## config.mk

```make
export PLATFORM = sky130hd
export DESIGN_NAME = led_decoder_seq
export DESIGN_NICKNAME = d
export VERILOG_FILES = /design/src/rtl/led_pkg.sv /design/src/rtl/led_decoder_seq_sw_debounce.sv /design/src/rtl/led_decoder_seq.sv
export SDC_FILE = /design/constraint.sdc
export NUM_CORES = 1
export LEC_CHECK = 0
export BUFFER_PORTS_ARGS = -buffer_cell sky130_fd_sc_hd__buf_2
export CELL_PAD_IN_SITES_DETAIL_PLACEMENT = 1
export CELL_PAD_IN_SITES_GLOBAL_PLACEMENT = 1
export CORE_AREA = 5 5 88 90
export DETAILED_ROUTE_END_ITERATION = 8
export DIE_AREA = 0 0 93 95
export GPL_TIMING_DRIVEN = 0
export PLACE_DENSITY = 0.88
export SLEW_MARGIN = 20
export SYNTH_ARGS = -nofsm -noshare
export SYNTH_HDL_FRONTEND = slang
export SYNTH_SLANG_ARGS = --single-unit
```

## constraint.sdc

```tcl
create_clock -name clk -period 6.9 [get_ports clk]
set_input_delay 0.345 -clock clk [delete_from_list [all_inputs] [get_ports clk]]
set_output_delay 0.345 -clock clk [all_outputs]
set_load 0.03 [all_outputs]
```

## src/rtl/led_pkg.sv

```systemverilog
// Shared constants and helpers for the switch-to-LED decoder/chaser.
package led_pkg;

  // Internal one-hot vector is active-high; output polarity is applied at the led register.
  localparam logic LED_ON  = 1'b1;
  localparam logic LED_OFF = 1'b0;

  localparam logic MODE_DECODE = 1'b0;
  localparam logic MODE_CHASE  = 1'b1;

  localparam logic DIR_UP   = 1'b0;
  localparam logic DIR_DOWN = 1'b1;

  typedef enum logic {
    ST_DECODE = 1'b0,
    ST_CHASE  = 1'b1
  } chase_state_e;

  // Ceiling log2; returns 0 for values of 0 or 1.
  function automatic int clog2(input int value);
    int r;
    r = 0;
    while ((1 << r) < value) r++;
    return r;
  endfunction

endpackage

```

## src/rtl/led_decoder_seq_sw_debounce.sv

```systemverilog
// Two-flop synchroniser plus whole-bus debounce for the select switches.
module sw_debounce
  import led_pkg::*;
#(
  parameter int WIDTH      = 3,
  parameter int DEB_CYCLES = 50000
) (
  input  logic             clk,
  input  logic             rst_n,
  input  logic [WIDTH-1:0] sw,
  output logic [WIDTH-1:0] sel_q
);

  localparam int CW_RAW = clog2(DEB_CYCLES + 1);
  localparam int CW     = (CW_RAW < 1) ? 1 : CW_RAW;
  localparam logic [CW-1:0] CNT_DONE = CW'(DEB_CYCLES);

  logic [WIDTH-1:0] sync1_q;
  logic [WIDTH-1:0] sw_s_q;
  logic [WIDTH-1:0] sw_prev_q;
  logic [WIDTH-1:0] sel_d;
  logic [CW-1:0]    cnt_q;
  logic [CW-1:0]    cnt_d;
  logic [CW-1:0]    cnt_inc;

  // Count consecutive cycles the synchronised bus holds one value different from sel_q;
  // a change of that value restarts the count at 1.
  always_comb begin
    sel_d   = sel_q;
    cnt_d   = '0;
    cnt_inc = CW'(1);
    if (sw_s_q != sel_q) begin
      if (cnt_q != '0 && sw_s_q == sw_prev_q) begin
        cnt_inc = cnt_q + CW'(1);
      end
      if (cnt_inc == CNT_DONE) begin
        sel_d = sw_s_q;
        cnt_d = '0;
      end else begin
        cnt_d = cnt_inc;
      end
    end
  end

  // Synchroniser, previous-sample register, counter and committed select.
  always_ff @(posedge clk or negedge rst_n) begin
    if (!rst_n) begin
      sync1_q   <= '0;
      sw_s_q    <= '0;
      sw_prev_q <= '0;
      cnt_q     <= '0;
      sel_q     <= '0;
    end else begin
      sync1_q   <= sw;
      sw_s_q    <= sync1_q;
      sw_prev_q <= sw_s_q;
      cnt_q     <= cnt_d;
      sel_q     <= sel_d;
    end
  end

endmodule

```

## src/rtl/led_decoder_seq.sv

```systemverilog
// Switch-to-LED decoder with debounced select, output enable and a chase mode.
//
// state     | meaning
// ST_DECODE | led shows the decode of sel_q; entering chase reloads pos from sel_q
// ST_CHASE  | pos steps every CHASE_DIV cycles while en=1; led shows pos
module led_decoder_seq
  import led_pkg::*;
#(
  parameter int SEL_W      = 3,
  parameter int N_LED      = 8,
  parameter int ACTIVE_LOW = 1,
  parameter int DEB_CYCLES = 50000,
  parameter int CHASE_DIV  = 5000000
) (
  input  logic             clk,
  input  logic             rst_n,
  input  logic [SEL_W-1:0] sw,
  input  logic             mode,
  input  logic             dir,
  input  logic             en,
  output logic [N_LED-1:0] led,
  output logic [SEL_W-1:0] sel_q
);

  localparam int PW = (clog2(N_LED) < 1) ? 1 : clog2(N_LED);
  localparam int TW = (clog2(CHASE_DIV) < 1) ? 1 : clog2(CHASE_DIV);
  localparam logic [PW-1:0]    POS_LAST  = PW'(N_LED - 1);
  localparam logic [TW-1:0]    TICK_LAST = TW'(CHASE_DIV - 1);
  localparam logic [N_LED-1:0] LED_IDLE  = (ACTIVE_LOW != 0) ? {N_LED{1'b1}} : {N_LED{1'b0}};

  logic             mode_m_q, mode_s_q;
  logic             dir_m_q, dir_s_q;
  chase_state_e     st_q, st_d;
  logic [PW-1:0]    pos_q, pos_d;
  logic [TW-1:0]    tick_q, tick_d;
  logic [N_LED-1:0] led_q, led_d;
  logic [N_LED-1:0] vec;
  logic             sel_in_range;
  logic             show_chase;

  sw_debounce #(
    .WIDTH      (SEL_W),
    .DEB_CYCLES (DEB_CYCLES)
  ) u_sw_debounce (
    .clk   (clk),
    .rst_n (rst_n),
    .sw    (sw),
    .sel_q (sel_q)
  );

  assign sel_in_range = (32'(sel_q) < N_LED);
  // On the entry edge pos is not yet loaded, so the decode of sel_q is shown for that cycle.
  assign show_chase   = (mode_s_q == MODE_CHASE) && (st_q == ST_CHASE);

  // Mode tracking, chase position reload on entry and tick/step while enabled.
  always_comb begin
    st_d   = (mode_s_q == MODE_CHASE) ? ST_CHASE : ST_DECODE;
    pos_d  = pos_q;
    tick_d = tick_q;
    if (mode_s_q == MODE_CHASE && st_q == ST_DECODE) begin
      pos_d  = sel_in_range ? sel_q[PW-1:0] : '0;
      tick_d = '0;
    end else if (mode_s_q == MODE_CHASE && en) begin
      if (tick_q == TICK_LAST) begin
        tick_d = '0;
        if (dir_s_q == DIR_DOWN) begin
          pos_d = (pos_q == '0) ? POS_LAST : pos_q - PW'(1);
        end else begin
          pos_d = (pos_q == POS_LAST) ? '0 : pos_q + PW'(1);
        end
      end else begin
        tick_d = tick_q + TW'(1);
      end
    end
  end

  // One-hot display vector, polarity applied on the way into the output register.
  always_comb begin
    vec = {N_LED{LED_OFF}};
    if (en) begin
      for (int i = 0; i < N_LED; i++) begin
        if (show_chase ? (pos_q == PW'(i)) : (sel_q == SEL_W'(i))) begin
          vec[i] = LED_ON;
        end
      end
    end
    led_d = (ACTIVE_LOW != 0) ? ~vec : vec;
  end

  // Control synchronisers, chase state and registered LED drive.
  always_ff @(posedge clk or negedge rst_n) begin
    if (!rst_n) begin
      mode_m_q <= 1'b0;
      mode_s_q <= 1'b0;
      dir_m_q  <= 1'b0;
      dir_s_q  <= 1'b0;
      st_q     <= ST_DECODE;
      pos_q    <= '0;
      tick_q   <= '0;
      led_q    <= LED_IDLE;
    end else begin
      mode_m_q <= mode;
      mode_s_q <= mode_m_q;
      dir_m_q  <= dir;
      dir_s_q  <= dir_m_q;
      st_q     <= st_d;
      pos_q    <= pos_d;
      tick_q   <= tick_d;
      led_q    <= led_d;
    end
  end

  assign led = led_q;

endmodule

```

# Word level (Yosys, flattened, before mapping)
# Index checks and enable logic that the tools add are counted.
# Widths: inputs -> output; s select.
[op_classes]
n_addsub = 4
n_eq_ne = 18
muxes = 31
bitwise = 2
reduce_logical = 11
[op_table]
columns = ["cell", "count"]
rows = [
  ["$mux 23", 3],
  ["$mux 16", 4],
  ["$eq 3x3->1 const B", 8],
  ["$add 23x1->23 const B", 1],
  ["$eq 23x23->1 const B", 1],
  ["$mux 3", 6],
  ["$mux 1", 17],
  ["$add 16x1->16 const B", 1],
  ["$eq 16x16->1 const B", 1],
  ["$reduce_bool 16->1", 1],
  ["$eq 3x2->1 const B", 4],
  ["$mux 8", 1],
  ["$not 8->8", 1],
  ["$eq 3x1->1 const B", 2],
  ["$logic_not 3->1", 2],
  ["$logic_and 1x1->1", 4],
  ["$reduce_and 2->1", 2],
  ["$reduce_bool 2->1", 2],
  ["$add 3x1->3 const B", 1],
  ["$eq 3x3->1", 1],
  ["$ne 3x3->1", 1],
  ["$sub 3x1->3 const B", 1],
  ["$not 1->1", 1],
]
[totals]
regBits = 67
input_bits = 8
out_inout_bits = 11
wordCells = 79

# Logic depth before layout (Yosys ltp)
[logic_depth]
depth_word = 7
mapped_depth = 9
mapped_depth_nobuf = 8

# By module
# A second synthesis with hierarchy kept.
[hier_totals]
cells_unflattened = 337
area_unflattened_um2 = 3407.0
[by_module_without_submodules]
columns = ["mod", "n_inst", "cells_per_inst", "area_per_inst_um2", "seq_area_each_um2"]
rows = [
  ["led_decoder_seq", 1, 205, 2016.9, 985.9],
  ["sw_debounce", 1, 132, 1390.1, 700.7],
]

# Worst setup path after synthesis
# Ideal clock, no wire load.
[synth_timing]
path_kind = "register to register"
start = "register tick_q[0]"
end = "register pos_q[2]"
setup_ns = 0.125
arrival_ns = 2.206
t_required_ns = 6.775
setup_slack_ns = 4.569
stages_incl_launch_ff = 8
n_path_buf = 1
period_less_slack_ns = 2.331
path_cell_list = "dfrtp_1 -> ha_1 -> and2_1 -> nand4_1 -> o41ai_2 -> nor2b_1 -> buf_2 -> mux2_2"
[synth_between]
elab_chain_cells = 3
[synth_rtl]
columns = ["element", "line", "rtl"]
rows = [
  ["from (decl)", "led_decoder_seq.sv:35", "logic [TW-1:0] tick_q, tick_d;"],
  ["from (signal assigned)", "led_decoder_seq.sv:108", "tick_q <= tick_d;"],
  ["$eq 23x23->1", "led_decoder_seq.sv:64", "if (tick_q == TICK_LAST) begin"],
  ["$reduce_bool 2->1 (no source line)", "--", ""],
  ["$reduce_and 2->1 (no source line)", "--", ""],
  ["to (signal assigned)", "led_decoder_seq.sv:107", "pos_q <= pos_d;"],
  ["to (decl)", "led_decoder_seq.sv:34", "logic [PW-1:0] pos_q, pos_d;"],
]
# Every way passes these cells.
# A chain may end at the register's enable or synchronous reset.

# Worst setup path in the final report
# Ends and elaborated chain as after synthesis.

==> flow_summary.toml <==
[clock_network]
numCtsBuffers = 9
clk_pin_slew_ns = 0.08
cts_tree = "done"
htree_levels = 3
insertion_delay_ns = 0.34
clk_path_buf_depth = 2
cts-root-buf = "clkbuf_8"
cts_sinks = 67
post-cts-setup-buffer-count = 0

[logic_synthesis]
ys_ff_latch = 67
synthMuxAreaShare_pct = 2.561
synth_compound_area_share_pct = 8.909
syn_nets = 356
synth_area_leader_cell = "dfrtp_1"
synthSimpleGateAreaFrac_pct = 23.98
synth_top_family_by_area = "simple AND/OR/NAND/NOR gates"
synth-adder-area-share_pct = 2.970
synth-main-ff-cell = "dfrtp_1"
synth_edf_count = 0
avgSynthCellArea_sq_um = 9.914
ys_types = 45
synth_top_area_share_pct = 43.80
yosys_warnings = 0
syn_inst = 340
synth_seq_area_share_pct = 50.04
syn-cell-area_sq_um = 3371
synth_xor_area_share_pct = 8.315
synthTopCellsByArea = "dfrtp_1, dfstp_2, xor2_1, nand2_1, xnor2_1"
async_flop_share_pct = 100.0

[status]
status = "completed"

[routing]
drc = 0
vias_per_cell = 5.685
avgRoutedWirePerCell_um = 17.12
detail-route-antenna-nets = 0
vias = 2598
drt_wl_total_mm = 7.825
drt_iter0_markers = 59
dr.pass1.iters = 4

[placed_design]
gp_congestion = 0.8081
io_buffers = 17
dp_hpwl_mm = 5.684

[floorplanning]
start_util_pct = 48.28
die_h_um = 95
rows = 31
core_sq_um = 6982
die_x_um = 93
num_io_pins = 19
die_area_sq_um = 8835

[sta]
setup_viol = 0
worst_pin_slew_ns = 0.8704
setup-tns-final_ns = 0
slew_viol_final = 0
fin_skew_ns = 0.009230
hold_viol = 0
max_freq_mhz = 354.4
fin_crit_sh_pct = 40.90
slew_headroom_pct = 41.34
rsz0062_at_grt = "false"
period_minus_slack_ns = 2.822

[min_path]
hold_path_depth = 1
min_from = "sw[0]"
hold_class = "in2reg"

[final_layout]
synthToLayoutAreaGrowth_pct = 12.47
n_antenna_cell = 0
drive_gt1_share_pct = 16.27
nNetsFinal = 386
fillers = 792

[pwr]
max-vdd-ir-drop_v = 0.0001296
p_per_area_nw_per_um2 = 225.9
p_leak_nw = 1.594
p_total_mw = 0.8564

[global_route]
grt_first_pass_wirelength_mm = 13.48
grt_pass1_vias = 2811
overflow = 0
grt_usage_pct = 19.45
antenna_found_initial = 0
grt_max_degree = 37

[worst_setup_path]
required_ns = 7.14
timing.rr.start = "tick_q[0]"
crit_chain = "ha_1 > and2_1 > nand4_1 > o41ai_2 > nor2b_1 > buf_2 > mux2_2"
worstPathArrival_ns = 3.06
crit_slowest_cell = "o41ai_2"
crit_type = "reg2reg"
worstRegToRegCells = 7
crit_fanout = 10
cp-start-kind = "flip-flop"
endpoint_kind = "flip-flop"
crit_path_start = "tick_q[0]"
slowest_delay_ns = 0.89

[job]
maxCapViolCount = 0
==> Yosys cell counts, drive strengths merged (4+ instances only) <==
library cell,n
dfrtp,59
nand2,34
nor2,32
nor3,22
o21ai,20
xor2,18
nand3,16
xnor2,14
nand4,10
inv,9
a21oi,8
and3,8
clkbuf,8
dfstp,8
ha,8
buf,7
or3,7
o31ai,6
mux2,5
nor2b,4
nor4,4
nor4b,4
==> power by group <==
part / leakage [nW] / switching, mW / internal [mW]
registers: 0.864 / 0.0192 / 0.412
logic: 0.633 / 0.0582 / 0.0369
clock network: 0.0975 / 0.160 / 0.171
==> kinds of logic after synthesis <==
logic type | after synthesis
adders and majority gates | 8
muxes | 8
AOI/OAI and AO/OA | 47
DFF | 67
xor gates and xnor gates | 32
and+or+nand+nor | 154
buffers and inverters | 24
==> registers in the layout, indices dropped and copies added (netlist names), 3 cells and up <==
signal and cells:
led 8, pos_q 3, tick_q 23, u_sw_debounce.cnt_q 16, u_sw_debounce.sel_q 3, u_sw_debounce.sw_prev_q 3, u_sw_debounce.sw_s_q 3, u_sw_debounce.sync1_q 3
==> routing by layer <==
metal	global-route usage [%]	wire, um
met3	4.940	190
met2	33.95	3977
met5	0	0
met4	5.495	77
met1	23.88	3579
==> area by class of cell <==
cell class                 instances  area (sq um)  share of cell area, %
buffer                            15         75.07                  1.980
clock buffer                      10         127.6                  3.366
clock inverter                     6         72.57                  1.914
inverter                           9         33.78                 0.8911
multi-input combinational        249          1575                  41.55
sequential                        67          1687                  44.49
tap                               82         102.6                  2.706
timing repair buffer              19         117.6                  3.102
==> worst max-delay path: cells and delay by family (launching register included) <==
| family | cells | cell delay, ns |
|---|---|---|
| AOI/OAI and AO/OA | 1 | 0.89 |
| and+or+nand+nor | 3 | 0.63 |
| DFF | 1 | 0.39 |
| muxes | 1 | 0.35 |
| buffers and inverters | 1 | 0.23 |
| adders and majority gates | 1 | 0.20 |
==> what timing repair did <==
| item | 4_1_cts | 5_1_grt |
|---|---|---|
| resized for setup | 0 | 0 |
| hold buffers | 1 | 0 |
| endpoints found under the hold margin | 27 | 0 |
==> cells in the final DEF, fill, tap and decap left out, types with 2 or more instances in the layout <==
cell type,instances
o31ai_1,6
mux2_2,5
nand3_1,15
nor4_1,2
or3_1,6
and2_1,3
o2111ai_1,3
and4_1,3
xor2_1,18
nand2b_1,2
dfrtp_1,59
nand4_1,10
nor2b_1,4
nand2_1,34
clkbuf_8,9
mux2i_1,3
ha_1,8
and3_1,8
nor3_1,21
buf_4,5
nor3b_1,3
o21ai_0,19
inv_1,9
dfstp_2,8
nor2_1,32
o211ai_1,2
inv_6,2
xnor2_1,14
a21oi_1,8
clkbuf_1,9
buf_2,19
nor4b_1,4
or2_2,2
clkinv_4,2
==> path summary, 6_finish.rpt <==
kind	endpoint	slack (ns)
worst min register to register	mode_s_q	0.35
min in group asynchronous	u_sw_debounce.cnt_q[11]	0.48
worst min-delay path	u_sw_debounce.sync1_q[0]	0.10
worst max register to register	pos_q[2]	4.08
worst max-delay path	pos_q[2]	4.08
max in group asynchronous	led[2]	5.84
==> per-stage QoR <==
| stage | utilization [%] | worst slack, ns | hold slack [ns] | instance area (sq um) | cells |
|---|---|---|---|---|---|
| after global placement | 50.97 | 4.202 | 0.3321 | 3558 | 439 |
| after floorplan | - | 4.569 | 0.04941 | 3371 | 340 |
| after global routing | 54.30 | 3.828 | 0.07226 | 3791 | 457 |
| after detailed placement | 51.29 | 4.108 | 0.3147 | 3581 | 440 |
| after CTS | 54.30 | 4.098 | 0.08478 | 3791 | 457 |
| final | 54.30 | 4.078 | 0.1001 | 3791 | 457 |
Power figures use the tool's default switching activity.
